**src/rtl/pipeline_control_arbiter_pkg.sv**
```systemverilog
// rtl/pipeline_control_arbiter_pkg.sv - pipeline-control word, arbiter state and helpers
package pipeline_control_arbiter_pkg;

  // One request/response word. Barrier lines gate the inter-stage registers,
  // stage lines freeze whole stages.
  typedef struct packed {
    logic active;
    logic exclusive;
    logic barrier_if_id_reset;
    logic barrier_if_id_stall;
    logic barrier_id_ex_reset;
    logic barrier_id_ex_stall;
    logic barrier_ex_mem_reset;
    logic barrier_ex_mem_stall;
    logic barrier_mem_wb_reset;
    logic barrier_mem_wb_stall;
    logic stage_fetch_stall;
    logic stage_decode_stall;
    logic stage_execute_stall;
    logic stage_mem_stall;
  } lc3b_pipeline_control_word;

  typedef enum logic {
    ARB_IDLE   = 1'b0,
    ARB_LOCKED = 1'b1
  } lc3b_pipeline_arb_state;

  function automatic lc3b_pipeline_control_word pipeline_control_zero();
    return '0;
  endfunction

  function automatic logic any_stage_stall(input lc3b_pipeline_control_word w);
    return w.stage_fetch_stall | w.stage_decode_stall | w.stage_execute_stall | w.stage_mem_stall;
  endfunction

  function automatic logic any_barrier_reset(input lc3b_pipeline_control_word w);
    return w.barrier_if_id_reset | w.barrier_id_ex_reset | w.barrier_ex_mem_reset | w.barrier_mem_wb_reset;
  endfunction

endpackage

```
**src/rtl/pipeline_control_arbiter_merge.sv**
```systemverilog
// rtl/pipeline_control_arbiter_merge.sv - OR-merge of non-exclusive requests with flush-wins resolution
module pipeline_control_merge
  import pipeline_control_arbiter_pkg::*;
#(
  parameter int NUM_REQ = 4
) (
  input  lc3b_pipeline_control_word [NUM_REQ-1:0] i_words,
  input  logic [NUM_REQ-1:0]                      i_mask,
  output lc3b_pipeline_control_word               o_word
);

  lc3b_pipeline_control_word w_or;

  // OR every masked word, then let a barrier reset override a stall on the same barrier
  always_comb begin
    w_or = pipeline_control_zero();
    for (int i = 0; i < NUM_REQ; i++) begin
      if (i_mask[i]) begin
        w_or = w_or | i_words[i];
      end
    end
    o_word = w_or;
    o_word.exclusive = 1'b0;
    if (w_or.barrier_if_id_reset)  o_word.barrier_if_id_stall  = 1'b0;
    if (w_or.barrier_id_ex_reset)  o_word.barrier_id_ex_stall  = 1'b0;
    if (w_or.barrier_ex_mem_reset) o_word.barrier_ex_mem_stall = 1'b0;
    if (w_or.barrier_mem_wb_reset) o_word.barrier_mem_wb_stall = 1'b0;
  end

endmodule

```
**src/rtl/pipeline_control_arbiter.sv**
```systemverilog
// rtl/pipeline_control_arbiter.sv - merges hazard requests, grants exclusive locks, counts stalls/flushes
module pipeline_control_arbiter
  import pipeline_control_arbiter_pkg::*;
#(
  parameter int NUM_REQ  = 4,
  parameter int COUNT_W  = 16,
  parameter int LOCK_MAX = 1024,
  localparam int OWNER_W = (NUM_REQ > 1) ? $clog2(NUM_REQ) : 1
) (
  input  logic                                    clk,
  input  logic                                    reset_n,
  input  lc3b_pipeline_control_word [NUM_REQ-1:0] requests,
  input  logic                                    clear_counters,
  output lc3b_pipeline_control_word               pipeline_control,
  output logic [NUM_REQ-1:0]                      grant,
  output logic                                    locked,
  output logic [OWNER_W-1:0]                      lock_owner,
  output logic [COUNT_W-1:0]                      stall_cycles,
  output logic [COUNT_W-1:0]                      flush_events,
  output logic                                    lock_timeout
);

  localparam int LOCK_W = $clog2(LOCK_MAX + 1);

  lc3b_pipeline_arb_state    r_state;
  lc3b_pipeline_arb_state    w_state_next;
  logic [OWNER_W-1:0]        r_owner;
  logic [OWNER_W-1:0]        w_owner_next;
  logic [NUM_REQ-1:0]        w_valid;
  logic [NUM_REQ-1:0]        w_excl_req;
  logic                      w_excl_found;
  logic [OWNER_W-1:0]        w_excl_idx;
  logic                      w_lock_live;
  lc3b_pipeline_control_word w_merged;
  logic [LOCK_W-1:0]         r_lock_cnt;
  logic [LOCK_W-1:0]         w_lock_cnt_next;
  logic [COUNT_W-1:0]        r_stall_cycles;
  logic [COUNT_W-1:0]        r_flush_events;
  logic                      r_lock_timeout;

  pipeline_control_merge #(
    .NUM_REQ (NUM_REQ)
  ) u_merge (
    .i_words (requests),
    .i_mask  (w_valid),
    .o_word  (w_merged)
  );

  // Split each request into valid and valid-exclusive bits
  always_comb begin
    w_valid    = '0;
    w_excl_req = '0;
    for (int i = 0; i < NUM_REQ; i++) begin
      w_valid[i]    = requests[i].active;
      w_excl_req[i] = requests[i].active & requests[i].exclusive;
    end
  end

  // State register: arbitration state and current lock owner
  always_ff @(posedge clk or negedge reset_n) begin
    if (!reset_n) begin
      r_state <= ARB_IDLE;
      r_owner <= '0;
    end else begin
      r_state <= w_state_next;
      r_owner <= w_owner_next;
    end
  end

  // Next state: a live owner keeps the lock, otherwise the lowest-index exclusive request takes it
  always_comb begin
    w_excl_found = 1'b0;
    w_excl_idx   = '0;
    for (int i = NUM_REQ - 1; i >= 0; i--) begin
      if (w_excl_req[i]) begin
        w_excl_found = 1'b1;
        w_excl_idx   = OWNER_W'(i);
      end
    end
    w_lock_live  = (r_state == ARB_LOCKED) && w_excl_req[r_owner];
    w_state_next = ARB_IDLE;
    w_owner_next = '0;
    if (w_lock_live) begin
      w_state_next = ARB_LOCKED;
      w_owner_next = r_owner;
    end else if (w_excl_found) begin
      w_state_next = ARB_LOCKED;
      w_owner_next = w_excl_idx;
    end
  end

  // Outputs: owner pass-through, new exclusive winner, or the merged word; all forced low in reset
  always_comb begin
    pipeline_control = pipeline_control_zero();
    grant            = '0;
    locked           = 1'b0;
    if (reset_n) begin
      if (w_lock_live) begin
        pipeline_control = requests[r_owner];
        grant[r_owner]   = 1'b1;
        locked           = 1'b1;
      end else if (w_excl_found) begin
        pipeline_control  = requests[w_excl_idx];
        grant[w_excl_idx] = 1'b1;
        locked            = 1'b1;
      end else begin
        pipeline_control = w_merged;
        grant            = w_valid;
      end
    end
  end

  // Watchdog count: the acquiring cycle counts as 1, a held lock adds 1 (saturating), anything else restarts
  always_comb begin
    w_lock_cnt_next = '0;
    if (w_lock_live) begin
      w_lock_cnt_next = (r_lock_cnt == LOCK_W'(LOCK_MAX)) ? r_lock_cnt : r_lock_cnt + LOCK_W'(1);
    end else if (w_excl_found) begin
      w_lock_cnt_next = LOCK_W'(1);
    end
  end

  // Watchdog register and sticky timeout flag; clear beats a new timeout
  always_ff @(posedge clk or negedge reset_n) begin
    if (!reset_n) begin
      r_lock_cnt     <= '0;
      r_lock_timeout <= 1'b0;
    end else begin
      r_lock_cnt <= w_lock_cnt_next;
      if (clear_counters) begin
        r_lock_timeout <= 1'b0;
      end else if (w_lock_cnt_next == LOCK_W'(LOCK_MAX)) begin
        r_lock_timeout <= 1'b1;
      end
    end
  end

  // Saturating performance counters on the arbitrated word; clear beats increment
  always_ff @(posedge clk or negedge reset_n) begin
    if (!reset_n) begin
      r_stall_cycles <= '0;
      r_flush_events <= '0;
    end else if (clear_counters) begin
      r_stall_cycles <= '0;
      r_flush_events <= '0;
    end else begin
      if (any_stage_stall(pipeline_control) && (r_stall_cycles != '1)) begin
        r_stall_cycles <= r_stall_cycles + COUNT_W'(1);
      end
      if (any_barrier_reset(pipeline_control) && (r_flush_events != '1)) begin
        r_flush_events <= r_flush_events + COUNT_W'(1);
      end
    end
  end

  assign lock_owner   = r_owner;
  assign stall_cycles = r_stall_cycles;
  assign flush_events = r_flush_events;
  assign lock_timeout = r_lock_timeout;

endmodule

```
**config.mk**
```make
export PLATFORM = sky130hd
export DESIGN_NAME = pipeline_control_arbiter
export DESIGN_NICKNAME = d
export VERILOG_FILES = /design/src/rtl/pipeline_control_arbiter_pkg.sv /design/src/rtl/pipeline_control_arbiter_merge.sv /design/src/rtl/pipeline_control_arbiter.sv
export SDC_FILE = /design/constraint.sdc
export NUM_CORES = 1
export LEC_CHECK = 0
export CAP_MARGIN = 20
export CORE_ASPECT_RATIO = 0.7
export CORE_MARGIN = 10
export CORE_UTILIZATION = 49
export CTS_CLUSTER_DIAMETER = 80
export DETAILED_ROUTE_END_ITERATION = 16
export PLACE_DENSITY_LB_ADDON = 0.12
export SLEW_MARGIN = 10
export SYNTH_ARGS = -nofsm -noshare
export SYNTH_HDL_FRONTEND = slang
export SYNTH_SLANG_ARGS = --single-unit
export TNS_END_PERCENT = 30
```
**constraint.sdc**
```tcl
create_clock -name clk -period 3.2 [get_ports clk]
set_input_delay 0.64 -clock clk [delete_from_list [all_inputs] [get_ports clk]]
set_output_delay 0.64 -clock clk [all_outputs]
set_load 0.005 [all_outputs]
```
==> results of run 1 <==
[power breakdown]
part	switching (W)	internal, W	total (W)	leakage (nW)
logic	0.000386	0.000411	0.000797	1.51
clock network	0.000224	0.000289	0.000513	0.0679
registers	0.0000382	0.000618	0.000656	0.644
[cell families after synthesis]
| logic type | after synthesis | share of synthesized area |
|---|---|---|
| DFF | 47 | 0.295 |
| buffers and inverters | 48 | 0.0550 |
| muxes | 22 | 0.0980 |
| adders and majority gates | 4 | 0.0126 |
| and+or+nand+nor | 213 | 0.289 |
| AOI/OAI and AO/OA | 131 | 0.231 |
| xor gates and xnor gates | 9 | 0.0198 |
[state kept, by name, summed over array words and instances, names as in the netlist]
name	flops
flush_events	16
lock_owner	2
lock_timeout	1
r_lock_cnt	11
r_state	1
stall_cycles	16
[final timing paths]
kind	startpoint	end	slack, ns	cells after the start
setup / recovery	requests[26]	pipeline_control[5]	0.06	8
min in group clk	lock_timeout	lock_timeout	0.54	2
setup reg to reg	lock_owner[0]	flush_events[1]	0.23	10
hold reg to reg	lock_timeout	lock_timeout	0.54	2
max in group asynchronous	reset_n	stall_cycles[10]	2.29	2
hold / removal	reset_n	r_lock_cnt[2]	0.27	1
[final cells by class]
type	instances	area (um^2)	share of cell area
Tap cell	101	126	0.0218
Sequential cell	47	1180	0.203
Multi-Input combinational cell	379	2700	0.467
Clock buffer	7	133	0.0229
Timing Repair Buffer	173	1620	0.279
Inverter	8	30.0	0.00519
Clock inverter	1	5.00	0.000865
[routing by layer]
| metal | vias up | wire [um] | track usage |
|---|---|---|---|
| li1 | 2104 | - | - |
| met1 | 2233 | 6380 | 0.313 |
| met2 | 264 | 6810 | 0.375 |
| met4 | 0 | 328 | 0.0804 |
| met3 | 40 | 1470 | 0.0660 |
| met5 | - | 0 | 0 |
[stage by stage]
step           area (um^2)  TNS, ns  std cells  hold WS [ns]
3_3_place_gp          5510   -15.89        703         0.528
3_5_place_dp          5510   -17.71        703         0.542
2_1_floorplan         3980        0        474         0.344
4_1_cts               5760        0        715         0.268
6_report              5790        0        716         0.273
5_1_grt               5790        0        716         0.268
[cells in the final DEF, fill, tap and decap left out, types with 6 or more instances in the layout]
cell type	instances
clkdlybuf4s50_1	87
buf_4	53
dfrtp_1	47
nor2_1	40
or3_1	33
nand2_1	32
a21oi_1	29
a22oi_1	25
nor3_1	24
o21ai_0	21
nand3_1	19
or4_1	14
mux4_2	13
dlygate4sd2_1	11
o21ai_1	10
o31ai_1	9
nand4_1	9
inv_1	8
and3_1	7
nor2b_1	7
and2_1	6
nand2b_1	6
mux2_1	6
clkdlybuf4s15_1	6
[timing repair]
action / in CTS / in global routing
cloned: 1 / 0
pin swaps: 11 / 5
setup buffers: 3 / 2
gates resized for setup: 57 / 11
endpoints found under the setup margin: 34 / 23
==> out/qor.yml, run 1 <==
cap_viol_max_count: 0
powerDensity_mw_per_mm2: 340
post-place-ws_ns: -0.507
synth_ff_type: "dfrtp_1"
grt_max_degree: 30
cts-buffers-inserted: 5
grt_pass1_wl_um: 24100
crit_fanout: 14
ys_warn_count: 0
place.gp.congestion: 0.940
cp-start-kind: "input pin"
clockBufferDepth: 2
hpwl_um: 11000
vdd_drop_max_v: 0.000373
vias: 4641
yosysSeqAreaShare: 0.295
critical_path_arrival_ns: 2.50
slew_headroom: 0.582
grt_pass1_vias: 4690
cts_sinks: 47
required_ns: 2.56
postRouteAntennaNets: 0
synth-edff-count: 0
diodes: 0
drt_iter0_drc: 432
cp_cell_sequence: "dlygate4sd2_1 -> buf_4 -> a22o_4 -> buf_4 -> or4_1 -> o2111ai_1 -> a211oi_2 -> dlygate4sd2_1"
outcome: "finished, final reports clean"
cp_num_buf_inv: 4
p_leak_nw: 2.23
final_core_util: 0.735
synth_area_mm2: 0.00398
ios: 113
cts_tree: "done"
hold_violations: 0
drc: 0
syn_inst: 474
fillers: 635
fin_crit_sh: 0.981
routed_via_density: 6.48
synth_seq_cells: 47
rsz0062_at_grt: "false"
drive_above_1_share: 0.184
syn2layout_area_growth_pct: 45.3
path_delay_family: "buffers and inverters"
endpoint_kind: "output pin"
fin_crit_ns: 3.14
cts.reportedPaths.clkPinSlew_ns: 0.06
synth_fp_nets: 537
antenna_found_initial: 0
hold_class: "input pin to asynchronous set/reset pin"
post_drt_wl_per_cell_um: 20.9
num_rows: 27
die_area_mm2: 0.0122
first_pass_iters: 5
skew_ns: 0.00600
synth_top_area_frac: 0.295
wl_um: 15000
gr-total-overflow: 0
port_buffers: 112
cts_root_buf: "clkbuf_16"
synth_common_cells: "dfrtp_1, nor2_1, or3_1"
grt_util_all_layers: 0.239
cpPeakStageDelay_ns: 0.50
htreeDepth: 2
die_w_um: 128
setup_viol: 0
synthTopCellsByArea: "dfrtp_1, mux4_2, or3_1, a22oi_1, a21oi_1"
fp.dieH_um: 95.4
core_area_mm2: 0.00787
yosysMostFrequentCell: "dfrtp_1"
worstSetupPathType: "input pin to output pin"
tightest_slew_ns: 0.625
initial_core_util: 0.506
postCtsHoldBufs: 0
power.total_w: 0.00197
worst_slack_ns: 0.0602
avgSynthCellArea_um2: 8.40
final_net_count: 677
max_freq_ghz: 0.318
slowest_stage: "or4_1"
async_reset_ff_frac: 1.00
synth.distinct_cells: 49
insertion_delay_ns: 0.30
drv_slew: 0
yosysTopAreaCell: "dfrtp_1"
Note: power is estimated with default switching activity, not from simulation.
==> run 2, diff against run 1 <==
- GPL_ROUTABILITY_DRIVEN: default -> 0
==> run 2 against run 1 <==
Net effect: die area unchanged; worst hold slack better by 0.023 ns; cell count up 0.14%; first-iteration DRC count up 16%; total power up 6.0%; flip-flop and latch count unchanged; clock skew down 0.0040 ns; non-clock buffer count up 1; sequential share of layout area down 0.49 points.
==> out/qor.yml, run 2 (synthesis gave the netlist of run 1 again) <==
htreeDepth: 2  # unchanged
hold_class: "input pin to asynchronous set/reset pin"
antenna_found_initial: 0  # unchanged
drive_above_1_share: 0.234  # +0.0500
post_drt_wl_per_cell_um: 21.5  # +2.6%
cp-start-kind: "input pin"
cts_sinks: 47  # unchanged
seqPwrFrac: 0.314  # -0.020
hold_violations: 0  # unchanged
p_sw_frac: 0.314  # -0.0153
num_rows: 27  # unchanged
drt_iter0_drc: 499  # +16%
fillers: 551  # -13%
routed_via_density: 6.62  # +2.1%
final_net_count: 678  # +0.15%
port_buffers: 112  # unchanged
die_w_um: 128  # unchanged
crit_fanout: 8  # -6
skew_ns: 0.00203  # -0.00397 ns
insertion_delay_ns: 0.28  # -0.02 ns
grt_pass1_wl_um: 23800  # -1.0%
die_area_mm2: 0.0122  # unchanged
multi_input_area_mm2: 0.00280  # +3.7%
cts_tree: "done"
ios: 113  # unchanged
vdd_drop_max_v: 0.000268  # -28%
clkPwrFrac: 0.292  # +0.031
powerDensity_mw_per_mm2: 351  # +3.5%
setup_viol: 0  # unchanged
pwr-share-comb: 0.394  # -0.011
required_ns: 2.56  # about the same
vias: 4745  # +2.2%
final_cell_mix: "clkdlybuf4s50_1, buf_4, dfrtp_1"
grt_util_all_layers: 0.236  # -0.00250
fin_crit_ns: 3.14  # -0.00323 ns
r2r_slack_ns: 0.23  # about the same
p_int_w: 0.00143  # +8.4%
rsz0062_at_grt: "false"
critical_path_arrival_ns: 2.50  # about the same
reg2reg_from: "lock_owner[0]"
p_leak_nw: 2.27  # +2.1%
cap_viol_max_count: 0  # unchanged
tightest_slew_ns: 0.705  # +0.0794 ns
max_freq_ghz: 0.319  # +0.10%
cts_root_buf: "clkbuf_16"
crit_path_start: "requests[26]"
slew_headroom: 0.526  # -0.0556
worstSetupPathType: "input pin to output pin"
clockBufferDepth: 2  # unchanged
hpwl_um: 10900  # -0.98%
drc: 0  # unchanged
core_area_mm2: 0.00787  # unchanged
p_sw_w: 0.000655  # +1.1%
fin_crit_sh: 0.980  # -0.00101
cts-buffers-inserted: 5  # unchanged
seqCellArea_mm2: 0.00118  # unchanged
fp.dieH_um: 95.4  # unchanged
grt_max_degree: 31  # +3.3%
first_pass_iters: 5  # unchanged
endpoint_kind: "output pin"
outcome: "finished, final reports clean"
initial_core_util: 0.506  # unchanged
cts.reportedPaths.clkPinSlew_ns: 0.06  # about the same
grt_pass1_vias: 4708  # +0.38%
final_core_util: 0.753  # +0.0181
holdWs_ns: 0.296  # +0.0225 ns
final_common_cell: "clkdlybuf4s50_1"
gr-total-overflow: 0  # unchanged
drv_slew: 0  # unchanged
syn2layout_area_growth_pct: 48.9
postRouteAntennaNets: 0  # unchanged
wl_um: 15400  # +2.8%
diodes: 0  # unchanged
run 2: cell count changes in the layout (fill, tap and decap cells not counted), sizes merged:
cell | previous run | this run
clkbuf | 9 | 13
dlygate4sd2 | 11 | 8
clkdlybuf4s15 | 8 | 6
buf | 64 | 65
bufinv | 0 | 1
run 2: final timing paths:
path	endpoint	cells after the start
min	lock_timeout	1
max reg2reg	stall_cycles[9]	10
min in group clk	lock_timeout	2
max	pipeline_control[7]	8
min reg2reg	lock_timeout	2
max in group asynchronous	flush_events[12]	2
run 2: layer usage:
layer / track usage / wire (um) / up-vias
li1: - / - / 2102
met1: 0.297 / 6130 / 2278
met2: 0.369 / 7130 / 315
met3: 0.0826 / 1780 / 50
met4: 0.0907 / 360 / 0
met5: 0 / 0 / -
run 2: final cells by class:
cell class | instances | area share
Timing Repair Buffer | 174 | 0.274
Tap cell | 101 | 0.0213
Clock buffer | 6 | 0.0234
Multi-Input combinational cell | 379 | 0.472
Clock inverter | 2 | 0.00591
Inverter | 8 | 0.00506
Sequential cell | 47 | 0.198
run 2: critical path: stages:
cell and delay [ns]:
clkdlybuf4s15_1 0.20, buf_4 0.16, a22o_1 0.23, buf_4 0.18, or4_1 0.54, o2111ai_1 0.20, a211oi_4 0.12, clkdlybuf4s15_2 0.23
run 2: stage by stage:
stage	power, W	setup slack (ns)	TNS, ns	std cells	area [um^2]
after detailed placement	0.00140	-0.498	-18.78	701	5480
after CTS	0.00205	0.0115	0	716	5850
final	0.00208	0.0634	0	717	5930
after global placement	0.00138	-0.463	-17.11	701	5480
after floorplan	0.00102	0.194	0	474	3980
after global routing	0.00217	0.00489	0	717	5930
run 2: timing repair:
action,4_1_cts,5_1_grt
cloned,2,1
endpoints found under the setup margin,47,29
resized for setup,72,33
setup buffers,5,1
pin swaps,15,14
hold buffers,0,0
run 2: power groups by stage:
| stage | logic (W) | clock network, W | registers [W] |
|---|---|---|---|
| 6_report | 0.000821 | 0.000608 | 0.000655 |
| 5_1_grt | 0.000874 | 0.000639 | 0.000659 |
| 4_1_cts | 0.000788 | 0.000613 | 0.000654 |
| 3_5_place_dp | 0.000732 | 0 | 0.000663 |
| 3_3_place_gp | 0.000717 | 0 | 0.000662 |
| 2_1_floorplan | 0.000365 | 0 | 0.000656 |
==> run 3, diff against run 2 <==
- CORE_ASPECT_RATIO: 0.7 -> 1.5
==> run 3 against run 2 <==
Net effect: global-route usage increased by 0.25 points; cell area shrank 1.1%; critical path type unchanged; largest cell class unchanged; via count shrank 1.4%; clock skew is 0.0080 ns higher; sequential share of layout area rose by 0.22 points; combinational power down 0.5%.
==> out/qor.yml, run 3 (synthesis gave the netlist of run 1 again) <==
placedCellCount: 701  # unchanged
rsz0062_at_grt: "false"
diodes: 0  # unchanged
core_area_mm2: 0.00796  # +1.1%
tns_ns: 0  # unchanged
vdd_drop_max_v: 0.000396  # +48%
hpwl_um: 10600  # -2.3%
grt_pass1_wl_um: 23800  # -0.17%
wl_um: 15000  # -2.8%
skew_ns: 0.0100  # +0.00797 ns
die_w_um: 93.6  # -27%
postCtsHoldBufs: 0  # unchanged
final_net_count: 681  # +0.44%
initial_core_util: 0.500  # -0.00549
post_drt_wl_per_cell_um: 20.7  # -3.8%
cp-start-kind: "input pin"
cts-buffers-inserted: 5  # unchanged
max_freq_ghz: 0.325  # +1.9%
fp.dieH_um: 130  # +37%
fin_crit_ns: 3.08  # -0.0581 ns
holdWs_ns: 0.275  # -0.0206 ns
hold_violations: 0  # unchanged
endpoint_kind: "output pin"
drt_iter0_drc: 449  # -10%
post_layout_nonfiller_instances: 724  # +0.98%
cts_root_buf: "clkbuf_16"
clockBufferDepth: 2  # unchanged
insertion_delay_ns: 0.29  # about the same
cts.reportedPaths.clkPinSlew_ns: 0.07  # about the same
worstSetupPathType: "input pin to output pin"
die_area_mm2: 0.0122  # +0.13%
tightest_slew_ns: 0.688  # -0.0168 ns
critical_path_arrival_ns: 2.44  # -0.06 ns
fin_crit_sh: 0.962  # -0.0182
ios: 113  # unchanged
crit_fanout: 10  # +2
final_cell_mix: "clkdlybuf4s50_1, buf_4, dfrtp_1"
r2r_slack_ns: 0.30  # +0.07 ns
htreeDepth: 2  # unchanged
fillers: 601  # +9.1%
postRouteAntennaNets: 0  # unchanged
cts_tree: "done"
antenna_found_initial: 0  # unchanged
cap_viol_max_count: 0  # unchanged
slew_headroom: 0.540  # +0.0137
setup_viol: 0  # unchanged
powerDensity_mw_per_mm2: 344  # -2.2%
vias: 4677  # -1.4%
routed_via_density: 6.46  # -2.4%
hold_class: "input pin to asynchronous set/reset pin"
first_pass_iters: 5  # unchanged
drive_above_1_share: 0.205  # -0.0286
required_ns: 2.56  # about the same
final_common_cell: "clkdlybuf4s50_1"
grt_max_degree: 31  # unchanged
grt_pass1_vias: 4644  # -1.4%
cts_sinks: 47  # unchanged
num_rows: 40  # +48%
drc: 0  # unchanged
p_leak_nw: 2.27  # -0.28%
grt_util_all_layers: 0.239  # +0.00248
gr-total-overflow: 0  # unchanged
port_buffers: 112  # unchanged
drv_slew: 0  # unchanged
syn2layout_area_growth_pct: 47.2
outcome: "finished, final reports clean"
run 3: cell count changes in the layout (fill, tap and decap cells not counted), moves of 4 or more:
| cell | before | now |
|---|---|---|
| clkdlybuf4s15_2 | 5 | 0 |
| or4_1 | 9 | 14 |
| or4_4 | 6 | 1 |
| a21oi_1 | 25 | 30 |
| a21oi_2 | 5 | 0 |
| dlygate4sd2_1 | 8 | 14 |
| buf_2 | 6 | 10 |
| clkbuf_2 | 5 | 0 |
run 3: cell type report:
class	count	area, um^2	area share
clock buffer	6	139	0.0237
clock inverter	2	13.8	0.00235
tap	105	131	0.0224
sequential	47	1180	0.201
multi-input combinational	380	2760	0.471
timing repair buffer	176	1610	0.275
inverter	8	30.0	0.00512
run 3: worst paths after layout:
| kind | start | to | cells past startpoint |
|---|---|---|---|
| hold / removal | reset_n | flush_events[2] | 1 |
| min in group clk | lock_timeout | lock_timeout | 2 |
| setup / recovery | requests[27] | pipeline_control[8] | 10 |
| setup reg to reg | lock_owner[0] | stall_cycles[0] | 10 |
| max in group asynchronous | reset_n | r_lock_cnt[3] | 3 |
| hold reg to reg | lock_timeout | lock_timeout | 2 |
run 3: stage by stage:
stage | util | setup WS (ns) | power (W) | instance area, um^2
4_1_cts | 0.737 | 0.167 | 0.00201 | 5860
2_1_floorplan | - | 0.194 | 0.00102 | 3980
5_1_grt | 0.737 | 0.0123 | 0.00211 | 5860
6_report | 0.737 | 0.122 | 0.00202 | 5860
3_5_place_dp | 0.686 | -0.556 | 0.00139 | 5460
3_3_place_gp | 0.686 | -0.481 | 0.00138 | 5460
run 3: power breakdown:
group / total, W / internal, W / switching [W]
clock network: 0.000545 / 0.000313 / 0.000232
registers: 0.000653 / 0.000618 / 0.0000357
logic: 0.000817 / 0.000419 / 0.000398
total: 0.00202 / 0.00135 / 0.000666
run 3: critical path, stage by stage:
cell and delay, ns:
dlygate4sd2_1 0.27, buf_6 0.16, a22oi_1 0.23, buf_4 0.18, nand3_1 0.21, o22ai_1 0.25
nor3_1 0.07, nor2_1 0.08, nor2_1 0.04, dlygate4sd2_1 0.29
run 3: metal layers:
| metal | GRT usage | vias up | wire length (um) |
|---|---|---|---|
| met1 | 0.274 | 2268 | 5600 |
| li1 | - | 2105 | - |
| met3 | 0.0662 | 50 | 1480 |
| met2 | 0.402 | 254 | 7240 |
| met4 | 0.111 | 0 | 650 |
| met5 | 0 | - | 0 |
run 3: timing repair:
item	4_1_cts	5_1_grt
endpoints found under the setup margin	45	14
setup buffers	13	0
resized for setup	86	1
gates cloned	2	0
pin swaps	13	0
